## src/rtl/wb_regfile_pkg.sv

```systemverilog
//------------------------------------------------------------------------------
// Module      : wb_regfile_pkg
// Description : Shared pipeline constants and dump FSM state encodings.
// Revision    : 1.0 - initial release
//------------------------------------------------------------------------------
`default_nettype none

package wb_regfile_pkg;

  localparam int NB_DATA = 32;
  localparam int NB_REG  = 5;
  localparam int NB_PC   = 32;
  localparam int N_REGS  = 32;

  localparam logic [NB_REG-1:0] LINK_REG = 5'd31;

  typedef enum logic [0:0] {
    IDLE = 1'b0,
    DUMP = 1'b1
  } dump_state_e;

endpackage

`default_nettype wire

```

## src/rtl/regfile_dump_ctrl.sv

```systemverilog
//------------------------------------------------------------------------------
// Module      : regfile_dump_ctrl
// Description : Debug dump sequencer; walks register indices 0..N_REGS-1.
// Revision    : 1.0 - initial release
//------------------------------------------------------------------------------
`default_nettype none

module regfile_dump_ctrl #(
  parameter int NB_DATA = wb_regfile_pkg::NB_DATA,
  parameter int NB_REG  = wb_regfile_pkg::NB_REG,
  parameter int N_REGS  = wb_regfile_pkg::N_REGS
) (
  input  logic               i_clock,
  input  logic               i_reset,
  input  logic               i_dump_start,
  input  logic [NB_DATA-1:0] i_rd_data,
  output logic [NB_REG-1:0]  o_rd_addr,
  output logic               o_dump_busy,
  output logic               o_dump_valid,
  output logic [NB_REG-1:0]  o_dump_addr,
  output logic [NB_DATA-1:0] o_dump_data,
  output logic               o_dump_last
);

  import wb_regfile_pkg::*;

  localparam logic [NB_REG-1:0] c_LAST_IDX = NB_REG'(N_REGS - 1);

  dump_state_e        state_q, state_d;
  logic [NB_REG-1:0]  addr_q,  addr_d;
  logic               valid_q, valid_d;
  logic               last_q,  last_d;
  logic [NB_DATA-1:0] data_q,  data_d;

  // o_rd_addr is the index of the beat being loaded at the coming edge.
  always_comb begin
    state_d   = state_q;
    addr_d    = '0;
    valid_d   = 1'b0;
    last_d    = 1'b0;
    o_rd_addr = '0;
    case (state_q)
      IDLE: begin
        if (i_dump_start) begin
          state_d = DUMP;
          valid_d = 1'b1;
        end
      end
      DUMP: begin
        if (addr_q == c_LAST_IDX) begin
          state_d = IDLE;
        end else begin
          valid_d   = 1'b1;
          addr_d    = addr_q + 1'b1;
          o_rd_addr = addr_d;
          last_d    = (addr_d == c_LAST_IDX);
        end
      end
      default: state_d = IDLE;
    endcase
    data_d = valid_d ? i_rd_data : '0;
  end

  always_ff @(posedge i_clock) begin
    if (!i_reset) begin
      state_q <= IDLE;
      addr_q  <= '0;
      valid_q <= 1'b0;
      last_q  <= 1'b0;
      data_q  <= '0;
    end else begin
      state_q <= state_d;
      addr_q  <= addr_d;
      valid_q <= valid_d;
      last_q  <= last_d;
      data_q  <= data_d;
    end
  end

  assign o_dump_busy  = (state_q == DUMP);
  assign o_dump_valid = valid_q;
  assign o_dump_addr  = addr_q;
  assign o_dump_data  = data_q;
  assign o_dump_last  = last_q;

endmodule

`default_nettype wire

```

## src/rtl/wb_regfile.sv

```systemverilog
//------------------------------------------------------------------------------
// Module      : wb_regfile
// Description : Write-back stage register file with write-through bypass and debug dump.
// Revision    : 1.0 - initial release
//------------------------------------------------------------------------------
`default_nettype none

module wb_regfile #(
  parameter int NB_DATA = wb_regfile_pkg::NB_DATA,
  parameter int NB_REG  = wb_regfile_pkg::NB_REG,
  parameter int NB_PC   = wb_regfile_pkg::NB_PC,
  parameter int N_REGS  = wb_regfile_pkg::N_REGS
) (
  input  logic               i_clock,
  input  logic               i_reset,
  input  logic               i_WB_reg_write,
  input  logic               i_WB_mem_to_reg,
  input  logic [NB_DATA-1:0] i_WB_mem_data,
  input  logic [NB_DATA-1:0] i_WB_alu_result,
  input  logic [NB_REG-1:0]  i_WB_selected_reg,
  input  logic               i_WB_r31_ctrl,
  input  logic [NB_PC-1:0]   i_WB_pc,
  input  logic [NB_REG-1:0]  i_ID_rs_addr,
  input  logic [NB_REG-1:0]  i_ID_rt_addr,
  output logic [NB_DATA-1:0] o_ID_rs_data,
  output logic [NB_DATA-1:0] o_ID_rt_data,
  output logic [NB_DATA-1:0] o_WB_write_data,
  input  logic               i_dump_start,
  output logic               o_dump_busy,
  output logic               o_dump_valid,
  output logic [NB_REG-1:0]  o_dump_addr,
  output logic [NB_DATA-1:0] o_dump_data,
  output logic               o_dump_last
);

  import wb_regfile_pkg::*;

  logic [NB_DATA-1:0] regs_q [N_REGS];
  logic [NB_DATA-1:0] w_wdata;
  logic [NB_REG-1:0]  w_waddr;
  logic               w_we;
  logic [NB_REG-1:0]  w_dump_rd_addr;
  logic [NB_DATA-1:0] w_dump_rd_data;

  assign w_wdata = i_WB_r31_ctrl   ? NB_DATA'(i_WB_pc) :
                   i_WB_mem_to_reg ? i_WB_mem_data     : i_WB_alu_result;
  assign w_waddr = i_WB_r31_ctrl ? NB_REG'(LINK_REG) : i_WB_selected_reg;
  // A write in a reset cycle is dropped, so it must not be bypassed either.
  assign w_we    = i_reset && i_WB_reg_write && (w_waddr != '0);

  assign o_WB_write_data = w_wdata;

  always_ff @(posedge i_clock) begin
    if (!i_reset) begin
      for (int i = 0; i < N_REGS; i++) regs_q[i] <= '0;
    end else if (w_we) begin
      regs_q[w_waddr] <= w_wdata;
    end
  end

  assign o_ID_rs_data   = (i_ID_rs_addr == '0) ? '0 :
                          (w_we && i_ID_rs_addr == w_waddr) ? w_wdata : regs_q[i_ID_rs_addr];
  assign o_ID_rt_data   = (i_ID_rt_addr == '0) ? '0 :
                          (w_we && i_ID_rt_addr == w_waddr) ? w_wdata : regs_q[i_ID_rt_addr];
  assign w_dump_rd_data = (w_dump_rd_addr == '0) ? '0 :
                          (w_we && w_dump_rd_addr == w_waddr) ? w_wdata : regs_q[w_dump_rd_addr];

  regfile_dump_ctrl #(
    .NB_DATA (NB_DATA),
    .NB_REG  (NB_REG),
    .N_REGS  (N_REGS)
  ) u_dump_ctrl (
    .i_clock      (i_clock),
    .i_reset      (i_reset),
    .i_dump_start (i_dump_start),
    .i_rd_data    (w_dump_rd_data),
    .o_rd_addr    (w_dump_rd_addr),
    .o_dump_busy  (o_dump_busy),
    .o_dump_valid (o_dump_valid),
    .o_dump_addr  (o_dump_addr),
    .o_dump_data  (o_dump_data),
    .o_dump_last  (o_dump_last)
  );

endmodule

`default_nettype wire

```

## config.mk

```make
export PLATFORM = sky130hd
export DESIGN_NAME = wb_regfile
export DESIGN_NICKNAME = d
export VERILOG_FILES = /design/src/rtl/wb_regfile_pkg.sv /design/src/rtl/regfile_dump_ctrl.sv /design/src/rtl/wb_regfile.sv
export SDC_FILE = /design/constraint.sdc
export NUM_CORES = 2
export LEC_CHECK = 0
export BUFFER_PORTS_ARGS = -buffer_cell sky130_fd_sc_hd__buf_2
export CELL_PAD_IN_SITES_DETAIL_PLACEMENT = 0
export CELL_PAD_IN_SITES_GLOBAL_PLACEMENT = 2
export CORE_MARGIN = 2
export CORE_UTILIZATION = 45
export DETAILED_ROUTE_END_ITERATION = 10
export PLACE_DENSITY = 0.8
export SLEW_MARGIN = 20
export SYNTH_ARGS = -nofsm -noshare
export SYNTH_HDL_FRONTEND = slang
export SYNTH_HIERARCHICAL = 1
export SYNTH_SLANG_ARGS = --single-unit
```

## constraint.sdc

```tcl
create_clock -name i_clock -period 3.9 [get_ports i_clock]
set_clock_uncertainty 0.05 [all_clocks]
set_input_delay 0.195 -clock i_clock [delete_from_list [all_inputs] [get_ports i_clock]]
set_output_delay 0.195 -clock i_clock [all_outputs]
set_load 0.05 [all_outputs]
```

==> impl_metrics.tcl <==
set metrics [dict create \
    row_count 136 \
    syn_area_um2 62580 \
    drive_gt1_frac 0.3284 \
    period_minus_slack_ps 3703 \
    ys.flop_type "edfxtp_1" \
    die_area_um2 142100 \
    area_delta_synth_final_pct 12.70 \
    cts_inserted_buffers 115 \
    ios 253 \
    report.final.slew_viol_count 0 \
    leakagePower_uw 0.02422 \
    critical_path_class "reg2reg" \
    nNetsFinal 4839 \
    path_common_cell "ha_1" \
    wl_met2_um 117700 \
    wl_per_cell_um 42.42 \
    grt-ovfl-total 0 \
    vias_per_cell 7.432 \
    fin_ws_ps 197.0 \
    power_density_nw_per_um2 431.7 \
    synthCells 4593 \
    clk_latency_ps 780 \
    cp.required_ps 4540 \
    dp_slack_ps 360.4 \
    place_hpwl_um 168200 \
    final_common_cell "nor2_1" \
    period_share 0.9495 \
    fin_area_um2 70530 \
    cts_max_path_buffers 3 \
    drt-total-wl_um 281000 \
    top_layer "met5" \
    maxCapViolations 0 \
    cts_setup_buffers 0 \
    critPathArrivalTime_ps 4340 \
    grt_antenna_before_repair 20 \
    wl_met1_um 95960 \
    final_cell_mix "nor2_1 (1,098), edfxtp_1 (1,024), mux4_2 (703)" \
    ys_ff_latch 1063 \
    ir_drop_v 0.0003299 \
    cts_tree "built" \
    fin_tns_setup_ps 0 \
    async_flop_share 0 \
    yosys_warnings 6 \
    status "finished, final reports clean" \
    slew_headroom 0.2783 \
    worstSetupEndpointType "register" \
    start_kind "register" \
    clkTransAtPathRegs_ps 60 \
    max_freq_mhz 270.1 \
    critical_path.max_stage_delay_ps 640 \
    yosysUniqueCellTypes 69 \
    antenna_left 0 \
    dieWidth_um 376.9 \
    worstPathCellList "ha_1 > and3_1 > ha_1 > nand2b_1 > nor2_2 > or3b_2 > buf_4 > o221ai_1 > nor3_1 > nor2_1 > a211oi_1 > and2_1" \
    numPortBuffers 252 \
    finalHoldViolations 0 \
    dr_wl_met3_um 49600 \
    gr-usage-all-layers 0.3908 \
    tightest_slew_ps 1082 \
    postSynthAreaPerCell_um2 13.63 \
    place_area_um2 66700 \
    drt_iter0_drc 9269 \
    start_util 0.4541 \
    vias 49220 \
    coreArea_um2 137800 \
    die_h_um 376.9 \
    drcViolationCount 0 \
    rsz0062_at_grt "no" \
    holdBufCountCts 2 \
    hp-class "in2reg" \
    synth_edf_count 1024 \
    path_max_fanout 32 \
    clock-sinks 1063 \
    grt_pass1_vias 47050 \
    root_buffer "clkbuf_16" \
    slowest_stage "buf_4" \
    drtPass1Iterations 7 \
    ctsResizeCount 0 \
    htree_levels 3 \
    synth_seq_area_share 0.5038 \
    grt_first_pass_wirelength_um 377300 \
    gp_congestion 0.9406 \
    setup_viol 0 \
    grt_max_degree 71 \
]
-- per-layer routing --
metal	up-vias	global-route usage
met4	19	0.2110
li1	18330	-
met3	1060	0.1726
met1	24870	0.5011
met2	4942	0.5536
met5	-	0.02196
-- synthesized netlist by cell type, types with 2 or more instances --
master,number,share of area
nor2_1,1101,0.066
nand2b_1,8,0.00080
and2_1,35,0.0035
or2_1,4,0.00040
or3b_2,3,0.00042
buf_4,39,0.0047
and3_1,5,0.00050
clkbuf_1,293,0.018
nand3_1,8,0.00064
nand4_1,2,0.00020
and3b_1,4,0.00056
xor2_1,9,0.0013
edfxtp_1,1024,0.49
o21ai_1,4,0.00032
a221o_1,62,0.0099
buf_6,39,0.0070
mux2i_1,100,0.016
mux4_2,703,0.25
nor4_2,2,0.00040
buf_2,175,0.014
or4_1,28,0.0034
mux2_2,68,0.012
o21a_1,32,0.0038
xnor2_1,3,0.00042
inv_1,35,0.0021
nor4_1,4,0.00040
ha_1,4,0.00080
buf_1,12,0.00072
o221ai_1,31,0.0043
a22oi_1,65,0.0078
o41ai_1,2,0.00028
nand3b_1,6,0.00072
nor2b_1,5,0.00050
buf_8,2,0.00048
or3_1,6,0.00060
nand4b_1,3,0.00042
a21oi_1,9,0.00072
nor3_1,102,0.0082
o22a_1,2,0.00028
a211oi_1,94,0.011
a22o_1,31,0.0043
o22ai_1,218,0.022
nand2_1,142,0.0085
dfxtp_1,39,0.012
nor3b_1,6,0.00072
-- registers in the layout, indices dropped and copies added (netlist names) --
name,flops
u_dump_ctrl/o_dump_addr,5
u_dump_ctrl/o_dump_data,32
u_dump_ctrl/o_dump_valid,1
u_dump_ctrl/o_dump_last,1
regs_q,1024
-- area by class of cell --
type | instances | area (um2)
fill | 11660 | 67300
inverter | 35 | 131.4
multi-input combinational | 2964 | 28530
antenna | 12 | 30.03
tap | 1794 | 2245
clock buffer | 147 | 3090
clock inverter | 69 | 666.9
sequential | 1063 | 31530
timing repair buffer | 539 | 4309
-- where the power goes --
part | internal [uW] | total (uW) | switching, uW
registers | 13100 | 13600 | 455
clock network | 6410 | 11300 | 4870
logic | 2080 | 5560 | 3480
-- critical path: cells and delay by family (launching register included) --
| kind | cells | cell delay (ps) |
|---|---|---|
| buffers and inverters | 1 | 640 |
| AND/OR/NAND/NOR | 7 | 1580 |
| flip-flops | 1 | 380 |
| AO/OA/AOI/OAI | 2 | 480 |
| adder cells (fa/ha/maj) | 2 | 460 |
-- worst paths after layout --
path | from | end | slack [ps] | cells past startpoint
worst min register to register | u_dump_ctrl/o_dump_addr[2]$_SDFF_PN0_ | u_dump_ctrl/o_dump_last$_SDFF_PP0_ | 550 | 2
worst min-delay path | i_reset | u_dump_ctrl/o_dump_addr[1]$_SDFF_PN0_ | 110 | 3
worst max-delay path | u_dump_ctrl/o_dump_addr[0]$_SDFF_PN0_ | u_dump_ctrl/o_dump_data[25]$_SDFF_PN0_ | 200 | 12
worst max register to register | u_dump_ctrl/o_dump_addr[0]$_SDFF_PN0_ | u_dump_ctrl/o_dump_data[25]$_SDFF_PN0_ | 200 | 12
-- logic make-up after synthesis --
| kind of cell | Yosys count | share of synthesized area |
|---|---|---|
| other | 1 | 0.00005992 |
| flip-flops | 1063 | 0.5038 |
| AND/OR/NAND/NOR | 1482 | 0.09836 |
| multiplexers | 871 | 0.2812 |
| adder cells (fa/ha/maj) | 4 | 0.0007997 |
| AO/OA/AOI/OAI | 563 | 0.06712 |
| buffers and inverters | 597 | 0.04696 |
| XOR/XNOR | 12 | 0.001680 |
-- stage by stage --
| step | utilization | power (uW) | std cells | hold WS, ps |
|---|---|---|---|---|
| floorplan | - | 17200 | 4624 | 266.7 |
| global placement | 0.4839 | 19150 | 6391 | 543.2 |
| detailed placement | 0.4839 | 19200 | 6391 | 547.6 |
| CTS | 0.5113 | 30230 | 6609 | 67.45 |
| global route | 0.5115 | 30930 | 6612 | 118.1 |
| finish | 0.5117 | 30450 | 6623 | 107.7 |
(Power assumes the default switching activity.)
